===== src/rtl/dsm_stereo_decimator.sv =====
// Stereo sigma-delta receiver: synchronises two 1-bit streams, boxcar-decimates each by
// 2^AUDIO_BITS and hands packed unsigned PCM samples out through a one-deep buffer.
module dsm_stereo_decimator #(
  parameter int unsigned AUDIO_BITS = 12
) (
  input  logic                    clk,
  input  logic                    aclr_,
  input  logic                    enable,
  input  logic                    left_in,
  input  logic                    right_in,
  input  logic                    rreq,
  input  logic                    clear_overrun,
  output logic [2*AUDIO_BITS-1:0] sample,
  output logic                    valid,
  output logic                    overrun,
  output logic                    frame_tick
);

  localparam int unsigned N = AUDIO_BITS;
  localparam logic [N-1:0] CntOne = 1;

  typedef enum logic [0:0] {StStartup, StRun} state_e;

  state_e         state_q, state_d;
  logic           l_meta_q, l_bit_q, r_meta_q, r_bit_q;
  logic [N-1:0]   frame_cnt_q, frame_cnt_d;
  logic [N:0]     acc_l_q, acc_l_d, acc_r_q, acc_r_d;
  logic [2*N-1:0] sample_q, sample_d;
  logic           valid_q, valid_d;
  logic           overrun_q, overrun_d;
  logic           frame_tick_q, frame_tick_d;

  logic           boundary, publish;
  logic [N:0]     total_l, total_r;

  // A full frame of ones (2^N) does not fit in N bits; clamp it to full scale.
  function automatic logic [N-1:0] sat(input logic [N:0] t);
    sat = t[N] ? '1 : t[N-1:0];
  endfunction

  always_comb begin
    state_d      = state_q;
    frame_cnt_d  = frame_cnt_q + CntOne;
    acc_l_d      = acc_l_q;
    acc_r_d      = acc_r_q;
    sample_d     = sample_q;
    valid_d      = valid_q;
    overrun_d    = overrun_q;

    total_l      = acc_l_q + {{N{1'b0}}, l_bit_q};
    total_r      = acc_r_q + {{N{1'b0}}, r_bit_q};
    boundary     = enable && (frame_cnt_q == {N{1'b1}});
    publish      = boundary && (state_q == StRun);
    frame_tick_d = boundary;

    if (!enable) begin
      state_d     = StStartup;
      frame_cnt_d = '0;
      acc_l_d     = '0;
      acc_r_d     = '0;
    end else if (boundary) begin
      // The first frame after startup carries synchroniser fill and is dropped.
      state_d = StRun;
      acc_l_d = '0;
      acc_r_d = '0;
    end else begin
      acc_l_d = total_l;
      acc_r_d = total_r;
    end

    if (publish) begin
      sample_d = {sat(total_l), sat(total_r)};
      valid_d  = 1'b1;
    end else if (rreq) begin
      valid_d = 1'b0;
    end

    if (publish && valid_q && !rreq) begin
      overrun_d = 1'b1;
    end else if (clear_overrun) begin
      overrun_d = 1'b0;
    end
  end

  always_ff @(posedge clk or negedge aclr_) begin
    if (!aclr_) begin
      state_q      <= StStartup;
      l_meta_q     <= 1'b0;
      l_bit_q      <= 1'b0;
      r_meta_q     <= 1'b0;
      r_bit_q      <= 1'b0;
      frame_cnt_q  <= '0;
      acc_l_q      <= '0;
      acc_r_q      <= '0;
      sample_q     <= '0;
      valid_q      <= 1'b0;
      overrun_q    <= 1'b0;
      frame_tick_q <= 1'b0;
    end else begin
      state_q      <= state_d;
      l_meta_q     <= left_in;
      l_bit_q      <= l_meta_q;
      r_meta_q     <= right_in;
      r_bit_q      <= r_meta_q;
      frame_cnt_q  <= frame_cnt_d;
      acc_l_q      <= acc_l_d;
      acc_r_q      <= acc_r_d;
      sample_q     <= sample_d;
      valid_q      <= valid_d;
      overrun_q    <= overrun_d;
      frame_tick_q <= frame_tick_d;
    end
  end

  assign sample     = sample_q;
  assign valid      = valid_q;
  assign overrun    = overrun_q;
  assign frame_tick = frame_tick_q;

endmodule

===== config.mk =====
export PLATFORM = sky130hd
export DESIGN_NAME = dsm_stereo_decimator
export DESIGN_NICKNAME = d
export VERILOG_FILES = /design/src/rtl/dsm_stereo_decimator.sv
export SDC_FILE = /design/constraint.sdc
export NUM_CORES = 1
export LEC_CHECK = 0
export ABC_AREA = 1
export CAP_MARGIN = 20
export CORE_MARGIN = 2
export CORE_UTILIZATION = 41
export CTS_CLUSTER_SIZE = 20
export DETAILED_ROUTE_END_ITERATION = 10
export GPL_TIMING_DRIVEN = 0
export PLACE_DENSITY = 0.64
export SLEW_MARGIN = 20
export SYNTH_ARGS = -nofsm -noshare
export SYNTH_HDL_FRONTEND = slang
export SYNTH_SLANG_ARGS = --single-unit

===== constraint.sdc =====
create_clock -name clk -period 3 [get_ports clk]
set_input_delay 0.6 -clock clk [delete_from_list [all_inputs] [get_ports clk]]
set_output_delay 0.6 -clock clk [all_outputs]
set_load 0.005 [all_outputs]

==> run metrics <==
status=completed; # port buffers=33; Worst IR Drop VDD=240 µV; antenna violations before repair=0; Vias per Instance=4.75; Worst EP required=3.23 ns; Compound-Gate Fraction of Synth Area=3.84%; area growth from synthesis to layout=19.4%; Max Freq=541 MHz; Worst Setup SP=acc_l_q[0]$_DFF_PN0_; Final GP Congestion=0.838; full die area=0.00868 mm²; max_cap viols=0; hold_ws=0.125 ns; Mapped Area=0.00326 mm²; Pleak=0.00198 µW; H-tree levels=3; io pins=34; CTS Sinks=70; Die H=93.1 µm; Internal=1270 µW; largest net degree at the start of global routing=54; CTS tree=built; Hold Path Class=in -> async; DP HPWL=4480 µm; Placeable Area=0.00773 mm²; Flop pwr share=58.2%; 1st-pass router iterations=4; global-route usage over all layers=16.5%; Post-Synthesis Cells=384; Synthesized Nets=396; flops & latches, synth=70; Initial Utilization=42.2%; dpl cells=520; Clk pwr share=37.6%; Non-Filler Instances=535; final number of setup-violating endpoints=0; Synth Area in Simple Gates=30.3%; worst rel slew slack=69.5%; global-route wire length before repair=11200 µm; DRT iter0 DRCs=86; Switching Fraction=22.8%; setup TNS=0 ns; remaining routing DRC violations=0; CTS Hold Bufs=0; CTS Buf Count=9; combinational share of power=4.2%; Worst R2R End=sample[14]$_DFFE_PN0P_; Antenna Nets Post-Route=0; postcts setup bufs=0; Critical Path Start Type=flop; Slew @ Worst Pin=0.454 ns; antenna fix cells=0; Pwr Density=424 mW/mm²; fin. max-slew vios=0; Root Buffer=clkbuf_8; worst clock skew=0.0101 ns; area share of fa/ha/maj cells after synthesis=1.92%; final hold violations=0; post-route minimum period=1.85 ns; RSZ-0062 raised after global routing=false; CP Capture Point=sample[14]$_DFFE_PN0P_; vias in the first global route=2456; total number of vias=2539; minimum setup slack among reg-to-reg paths=1.15 ns; Final Cycle Share=61.6%; R2R Path Start=acc_l_q[0]$_DFF_PN0_; Critical Path AT=2.08 ns; post-synthesis mux area share=0%; # resized after CTS=0; Die W=93.1 µm; mean area per synthesized cell=8.48 µm²; # rows=32; routed wire length=6200 µm; post-synthesis xor/xnor area fraction=4.30%; Yosys warnings=0; pre-CTS WS=0.894 ns; Reg clk slew, reported paths=0.07 ns; Clock Latency Late Sink=0.34 ns; critical path fanouts, max=10; GRT Residual Overflow=0; Crit Path Class=reg -> reg; Final WS setup=1.15 ns; fraction of layout cells with a size suffix above 1=7.85%; Netlist cell types=28; Net Switching=376 µW; utilization after layout=50.3%; final net count=441; worst r2r path cells=12; main combinational cell family by area after synthesis=simple AND/OR/NAND/NOR gates; drt wl/cell=11.6 µm; clk buf depth=2; sequential area share after synthesis=53.8%; crit end category=flop
==> logic make-up after synthesis <==
logic type,Yosys count
AOI/OAI and AO/OA,21
xor gates and xnor gates,16
adders and majority gates,5
buffers and inverters,39
DFF,70
and+or+nand+nor,233
==> power by group through the flow <==
stage	Sequential, µW	Combinational [µW]	Clock [µW]
floorplan	977	31.1	0
global placement	978	66.2	0
detailed placement	979	71.4	0
CTS	960	71.8	643
global route	961	81.8	704
finish	960	68.9	622
==> cells in the mapped netlist <==
cell type | n | area (µm²)
a21oi_1 | 6 | 30.0
a31oi_1 | 1 | 6.26
buf_2 | 2 | 10.0
buf_4 | 1 | 7.51
buf_6 | 5 | 56.3
clkinv_1 | 1 | 3.75
dfrtp_1 | 70 | 1750
ha_1 | 5 | 62.6
inv_1 | 27 | 101
inv_2 | 2 | 7.51
inv_4 | 1 | 6.26
nand2_1 | 149 | 559
nand2_2 | 1 | 6.26
nand2_4 | 2 | 22.5
nand3_1 | 15 | 75.1
nand4_1 | 7 | 43.8
nand4_4 | 1 | 21.3
nor2_1 | 50 | 188
nor2_2 | 2 | 12.5
nor2_4 | 2 | 22.5
nor2_8 | 1 | 20.0
nor3_1 | 3 | 15.0
o21ai_0 | 9 | 45.0
o21ai_1 | 1 | 5.00
o21ai_4 | 1 | 16.3
o21bai_1 | 3 | 22.5
xnor2_1 | 3 | 26.3
xor2_1 | 13 | 114
==> registers in the layout, indices dropped and copies added, names as in the netlist, 12 cells and up <==
register     flops
frame_cnt_q     12
sample          24
acc_l_q         13
acc_r_q         13
==> per-stage QoR <==
step / power [µW] / area, µm²
final: 1650 / 3890
after global routing: 1750 / 3890
after CTS: 1680 / 3890
after detailed placement: 1050 / 3740
after global placement: 1040 / 3720
after floorplan: 1010 / 3260
==> critical path, stage by stage, from the launching register on <==
cell and delay, ns:
dfrtp_1 0.34, ha_1 0.22, ha_1 0.22, nand2_1 0.06, nor2_1 0.16, nand3_1 0.10, nand2_1 0.06, nand2_1 0.09
inv_1 0.08, buf_2 0.21, nand2_1 0.08, nand2_1 0.07, nand2_1 0.04
==> how the worst min path moves through the flow <==
stage                                 end  slack [ns]               start  depth (start not counted)
finish              sample[8]$_DFFE_PN0P_        0.12               aclr_                          1
global route        sample[8]$_DFFE_PN0P_        0.12               aclr_                          1
CTS                 sample[8]$_DFFE_PN0P_        0.12               aclr_                          1
detailed placement      l_bit_q$_DFF_PN0_        0.34  l_meta_q$_DFF_PN0_                          0
global placement        l_bit_q$_DFF_PN0_        0.34  l_meta_q$_DFF_PN0_                          0
floorplan            acc_l_q[0]$_DFF_PN0_        0.30               aclr_                          0
==> routing by layer <==
metal	up-vias	track usage, %	routed length [µm]
li1	1299	-	-
met1	1196	22.9	3100
met2	37	25.2	2850
met3	7	4.11	175
met4	0	5.51	79
met5	-	0	0
==> cell type report <==
cell class	instances	area, µm²
buffer	8	73.8
clock buffer	13	139
clock inverter	2	10.0
fill	741	3840
inverter	31	119
multi-input combinational	275	1310
sequential	70	1750
tap	102	128
timing repair buffer	34	355
==> cells in the final DEF, fill, tap and decap left out, types with 3 or more instances in the layout <==
cell	n
o21bai_1	3
clkdlybuf4s50_1	32
a21oi_1	6
xnor2_1	3
nand4_1	7
nand3_1	15
xor2_1	13
clkbuf_1	4
ha_1	5
o21ai_0	9
clkbuf_8	9
inv_1	27
nand2_1	149
nor2_1	50
dfrtp_1	70
nor3_1	3
buf_6	5
No activity file was read; power rests on OpenSTA's default activity.
